[src/rtl/ex_alu_retire.sv]
// ex_alu_retire: registered retire stage of the Raisin64 integer ALU.
// Captures stage-1 results with their destination index into a 2-entry skid
// buffer (head + skid) under valid/ready, presents the head to writeback, and
// optionally exposes both held entries to the operand-forwarding network.
//
// Ports:
//   clk, rst                    clock, asynchronous active-high reset
//   in_valid/in_ready           stage-1 handshake (in_ready is a flop)
//   in_result, in_rd            stage-1 result and destination index
//   flush                       drop every held result
//   out_valid/out_ready         writeback handshake on the head entry
//   out_result, out_rd, out_wen head payload; out_wen masks r0 writes
//   byp0_*                      head entry forward
//   byp1_*                      skid (younger) entry forward
//
// Configuration macro: EX_ALU_RETIRE_BYPASS_EN
//   defined   -> byp ports mirror the held entries (valid suppressed for r0)
//   undefined -> byp ports tied to 0
module ex_alu_retire #(
  parameter int unsigned DATA_W = 64,
  parameter int unsigned REG_W  = 6
) (
  input  logic              clk,
  input  logic              rst,
  input  logic              in_valid,
  output logic              in_ready,
  input  logic [DATA_W-1:0] in_result,
  input  logic [REG_W-1:0]  in_rd,
  input  logic              flush,
  output logic              out_valid,
  input  logic              out_ready,
  output logic [DATA_W-1:0] out_result,
  output logic [REG_W-1:0]  out_rd,
  output logic              out_wen,
  output logic              byp0_valid,
  output logic [REG_W-1:0]  byp0_rd,
  output logic [DATA_W-1:0] byp0_data,
  output logic              byp1_valid,
  output logic [REG_W-1:0]  byp1_rd,
  output logic [DATA_W-1:0] byp1_data
);

  typedef enum logic [1:0] {
    S_EMPTY = 2'd0,
    S_ONE   = 2'd1,
    S_FULL  = 2'd2
  } state_t;

  state_t              r_state;
  logic                r_in_ready;
  logic                r_head_valid;
  logic [DATA_W-1:0]   r_head_data;
  logic [REG_W-1:0]    r_head_rd;
  logic                r_skid_valid;
  logic [DATA_W-1:0]   r_skid_data;
  logic [REG_W-1:0]    r_skid_rd;

  logic                w_accept;
  logic                w_drain;

  assign w_accept = in_valid && r_in_ready;
  assign w_drain  = r_head_valid && out_ready;

  // Occupancy FSM; ready and valid bits are flops updated with the state.
  always_ff @(posedge clk or posedge rst) begin
    if (rst) begin
      r_state      <= S_EMPTY;
      r_in_ready   <= 1'b1;
      r_head_valid <= 1'b0;
      r_head_data  <= DATA_W'(0);
      r_head_rd    <= REG_W'(0);
      r_skid_valid <= 1'b0;
      r_skid_data  <= DATA_W'(0);
      r_skid_rd    <= REG_W'(0);
    end else if (flush) begin
      // A same-cycle drain already left; a same-cycle accept is dropped.
      r_state      <= S_EMPTY;
      r_in_ready   <= 1'b1;
      r_head_valid <= 1'b0;
      r_skid_valid <= 1'b0;
    end else begin
      case (r_state)
        S_EMPTY: begin
          if (w_accept) begin
            r_state      <= S_ONE;
            r_head_valid <= 1'b1;
            r_head_data  <= in_result;
            r_head_rd    <= in_rd;
          end
        end
        S_ONE: begin
          if (w_accept && w_drain) begin
            r_head_data <= in_result;
            r_head_rd   <= in_rd;
          end else if (w_accept) begin
            r_state      <= S_FULL;
            r_in_ready   <= 1'b0;
            r_skid_valid <= 1'b1;
            r_skid_data  <= in_result;
            r_skid_rd    <= in_rd;
          end else if (w_drain) begin
            r_state      <= S_EMPTY;
            r_head_valid <= 1'b0;
          end
        end
        S_FULL: begin
          if (w_drain) begin
            r_state      <= S_ONE;
            r_in_ready   <= 1'b1;
            r_skid_valid <= 1'b0;
            r_head_data  <= r_skid_data;
            r_head_rd    <= r_skid_rd;
          end
        end
        default: begin
          r_state      <= S_EMPTY;
          r_in_ready   <= 1'b1;
          r_head_valid <= 1'b0;
          r_skid_valid <= 1'b0;
        end
      endcase
    end
  end

  assign in_ready   = r_in_ready;
  assign out_valid  = r_head_valid;
  assign out_result = r_head_data;
  assign out_rd     = r_head_rd;
  assign out_wen    = r_head_valid && (r_head_rd != REG_W'(0));

  // Forwarding taps read only stored state, never the inputs.
`ifdef EX_ALU_RETIRE_BYPASS_EN
  assign byp0_valid = r_head_valid && (r_head_rd != REG_W'(0));
  assign byp0_rd    = r_head_rd;
  assign byp0_data  = r_head_data;
  assign byp1_valid = r_skid_valid && (r_skid_rd != REG_W'(0));
  assign byp1_rd    = r_skid_rd;
  assign byp1_data  = r_skid_data;
`else
  assign byp0_valid = 1'b0;
  assign byp0_rd    = REG_W'(0);
  assign byp0_data  = DATA_W'(0);
  assign byp1_valid = 1'b0;
  assign byp1_rd    = REG_W'(0);
  assign byp1_data  = DATA_W'(0);
`endif

endmodule

[config.mk]
export PLATFORM = sky130hd
export DESIGN_NAME = ex_alu_retire
export DESIGN_NICKNAME = d
export VERILOG_FILES = /design/src/rtl/ex_alu_retire.sv
export SDC_FILE = /design/constraint.sdc
export NUM_CORES = 1
export LEC_CHECK = 0
export BUFFER_PORTS_ARGS = -buffer_cell sky130_fd_sc_hd__clkbuf_2
export CAP_MARGIN = 20
export CORE_UTILIZATION = 45
export CTS_CLUSTER_SIZE = 20
export DETAILED_ROUTE_END_ITERATION = 8
export GPL_TIMING_DRIVEN = 0
export HOLD_SLACK_MARGIN = 0.06
export PLACE_DENSITY = 0.76
export SYNTH_ARGS = -nofsm -noshare
export SYNTH_HDL_FRONTEND = slang
export SYNTH_SLANG_ARGS = --single-unit
[constraint.sdc]
create_clock -name clk -period 4 [get_ports clk]
set_input_delay 0.4 -clock clk [delete_from_list [all_inputs] [get_ports clk]]
set_output_delay 0.4 -clock clk [all_outputs]
set_load 0.02 [all_outputs]
==> results list <==
- Result of the run: finished, final reports clean
* Number of distinct library cells after synthesis: 30
- The library cell used most frequently in the layout, excluding fill and tap cells, is clkbuf_2.
- Routed via count: roughly 6400
- Register share of total power: 0.376
* Port Buffer Count: roughly 150
- Final setup violation count: 0
- EDFF count, synth: 0
- Power per cell area: ~670 nW/µm²
* Min cycle time layout: between 2000 and 2500 ps
- Ys Warns: 0
- Capturing element type of the critical path: flop
- Clock tree from TritonCTS: yes
- Timing would allow up to around 470 MHz.
- DIE HEIGHT: around 140 µm
- Max cap viols: 0
* Largest buffer count on any clock path: 2
- For this run, the post-layout net count is ~1100.
* Type of origin of the critical path: flop
- Slew at the pin closest to its max-slew limit: approximately 770 ps
- From left edge to right edge, the die measures between 100 and 150 µm.
- In the final timing run, aggregate negative setup slack is 0 ps.
- The tightest hold path in the finished design has a slack of a little over 200 ps.
* Number of design-rule violations left by the first detailed-router iteration: about 260
- Dividing the detail-routed wire length by the instance count gives 16.1 µm.
- The H-tree was split into 4 levels.
- The initial utilization of the core area, before any placement, comes to 0.462.
- For this design the top-level I/O count stands at between 200 and 300.
- Gpl congestion: between 0.8 and 0.9
- Switching part of the total power: 0.366
- The synthesized netlist occupies a cell area of about 8000 µm².
* Post-route antenna net violation count: 0
- Sequential share of the synthesized area: 0.449
- Of the post-synthesis cell area, the dominant cell type holds 0.446.
- Required time of the critical path: 4280 ps
- Post-CTS Setup Bufs: 0
- The first detailed-routing pass ran for 5 iterations.
- Largest net degree at the start of global routing: 43
- Dominant synthesized flop cell: dfrtp_1
- CTS sink cnt: roughly 140
- From synthesis to final layout, the design area changed by 28.7%.
* Instance count of the mapped netlist: between 700 and 800
- Clock-pin slew on the worst setup and hold paths: 60 ps
- Proportion of synthesized flip-flops having asynchronous set or reset: 1.00
- All-Layer GR Usage: 0.226
* Global-route congestion overflow total: 0
- The critical path is of the flop to flop type.
- The worst-case IR drop observed on VDD is 0.384 mV.
- Average cell area after synthesis: around 11 µm²
- Area enclosed by the die boundary: between 15000 and 20000 µm²
* Net load switching power: 2.51 mW
- Static power due to leakage: roughly 5.3 nW
- Detailed placement ended at an HPWL of about 15000 µm.
- Period utilization: 0.532
* Flip-flop and latch count after synthesis: about 140
- The via count of the first global-routing pass was approximately 6000.
* Top cells by area, synth: dfrtp_1, buf_4, mux2_2
* Unrepaired setup endpoints after global routing: no
- The layout has between 1000 and 1500 filler cells.
- The first global-routing pass estimated approximately 32000 µm of wire.
- Initial antenna violation count: 3
* DRC violation count after routing: 0
- Of the total power, the clock network draws 0.257.
- The number of clock buffers added by TritonCTS is 17.
- At the later pin of the worst-skew pair, clock insertion delay measures 430 ps.
* Share of final-layout standard cells stronger than drive strength 1: 0.389
- In this run the worst hold path is classified as input port to flop.
* Slew Limit Fails: 0
- Int Pwr: between 4 and 5 mW
- The largest total area in the synthesized netlist belongs to dfrtp_1.
* Worst Path Arrival: 2410 ps
- The cell sitting at the root of the clock tree is a clkbuf_16.
- Site row count: 48
- Number of gates given a new drive strength after cts: 0
- In this run the tightest slew margin relative to its limit is 0.485.
* Fin Clk Skew: between 10 and 15 ps
* Part of the total power dissipated in combinational logic: 0.367
- Number of hold-slack violations in the final timing report: 0
* Critical path fanouts, max: 10
* Wire length reported by the detailed router: about 21000 µm
* Vias per cell: about 5
* Core Box Area: 17400 µm²
* Most frequent cells in the layout: clkbuf_2, buf_4, dfrtp_1, conb_1
## metal layers
layer / wire length [µm] / GRT usage / up-vias
met4: 574 / 0.109 / 0
met1: 8000 / 0.260 / 3023
met3: 1320 / 0.0509 / 36
met5: 0 / 0 / -
li1: - / - / 3058
met2: 10800 / 0.395 / 243
## state kept, by name, indices dropped and copies added, names as in the netlist
| name | count |
|---|---|
| out_result | 64 |
| r_state | 2 |
| out_valid | 1 |
| out_rd | 6 |
| r_skid_rd | 6 |
| in_ready | 1 |
| r_skid_data | 64 |
## synthesized netlist by cell type (2+ instances only)
master    count
buf_4       143
dfrtp_1     143
a21oi_1      73
and3b_1      73
a211oi_1     70
a22oi_1      70
mux2_2       65
clkbuf_1     52
buf_2        10
buf_6         7
mux2_1        6
a21o_1        3
nand2_1       3
inv_1         2
nor2_1        2
## metrics by stage
stage	cells	total power, mW	setup WS [ps]	util	cell area [µm²]
after global placement	1250	5.02	835	0.551	9570
after floorplan	878	4.28	1800	-	8550
final	1290	6.87	1870	0.595	10300
after global routing	1290	7.22	1730	0.595	10300
after detailed placement	1254	5.11	1880	0.556	9650
after CTS	1287	6.88	1870	0.594	10300
## layout make-up
| cell class | count | area [µm²] | share of cell area |
|---|---|---|---|
| Multi-Input combinational cell | 520 | 3540 | 0.343 |
| Inverter | 2 | 11.3 | 0.00109 |
| Clock inverter | 14 | 214 | 0.0207 |
| Tap cell | 225 | 282 | 0.0273 |
| Antenna cell | 3 | 7.51 | 0.000727 |
| Timing Repair Buffer | 152 | 826 | 0.0800 |
| Buffer | 212 | 1400 | 0.135 |
| Clock buffer | 18 | 439 | 0.0426 |
| Sequential cell | 144 | 3600 | 0.349 |
## critical path, cell delays in order (launching register included)
cell,delay (ps)
dfstp_2,600
nand3b_1,130
o211ai_1,650
clkbuf_1,460
a22oi_1,140
## cell families after synthesis
| family | count (synthesis) | share of synthesized area |
|---|---|---|
| AO/OA/AOI/OAI | 222 | 0.185 |
| flip-flops | 144 | 0.449 |
| other | 1 | 0.000468 |
| buffers and inverters | 214 | 0.175 |
| multiplexers | 71 | 0.0997 |
| AND/OR/NAND/NOR | 85 | 0.0900 |
## power by group through the flow
stage	clock network, mW	logic (mW)	registers (mW)
floorplan	0	1.35	2.93
finish	1.76	2.52	2.58
detailed placement	0	2.52	2.59
global route	1.83	2.73	2.65
global placement	0	2.45	2.56
CTS	1.77	2.53	2.57
## worst paths after layout
check,startpoint,to,slack [ps],cells after the start
worst max-delay path,in_ready,out_result[9],1870,4
worst min-delay path,in_result[8],r_skid_data[8],210,2
worst max register to register,in_ready,out_result[9],1870,4
worst min register to register,r_skid_data[12],r_skid_data[12],490,1
max in group asynchronous,rst,r_skid_data[7],2650,5
min in group asynchronous,rst,out_result[46],560,3
## repair_timing
item                                    4_1_cts  5_1_grt
endpoints found under the setup margin        0        0
hold buffers                                  1        0
endpoints found under the hold margin        17        0
(Power assumes the default switching activity.)
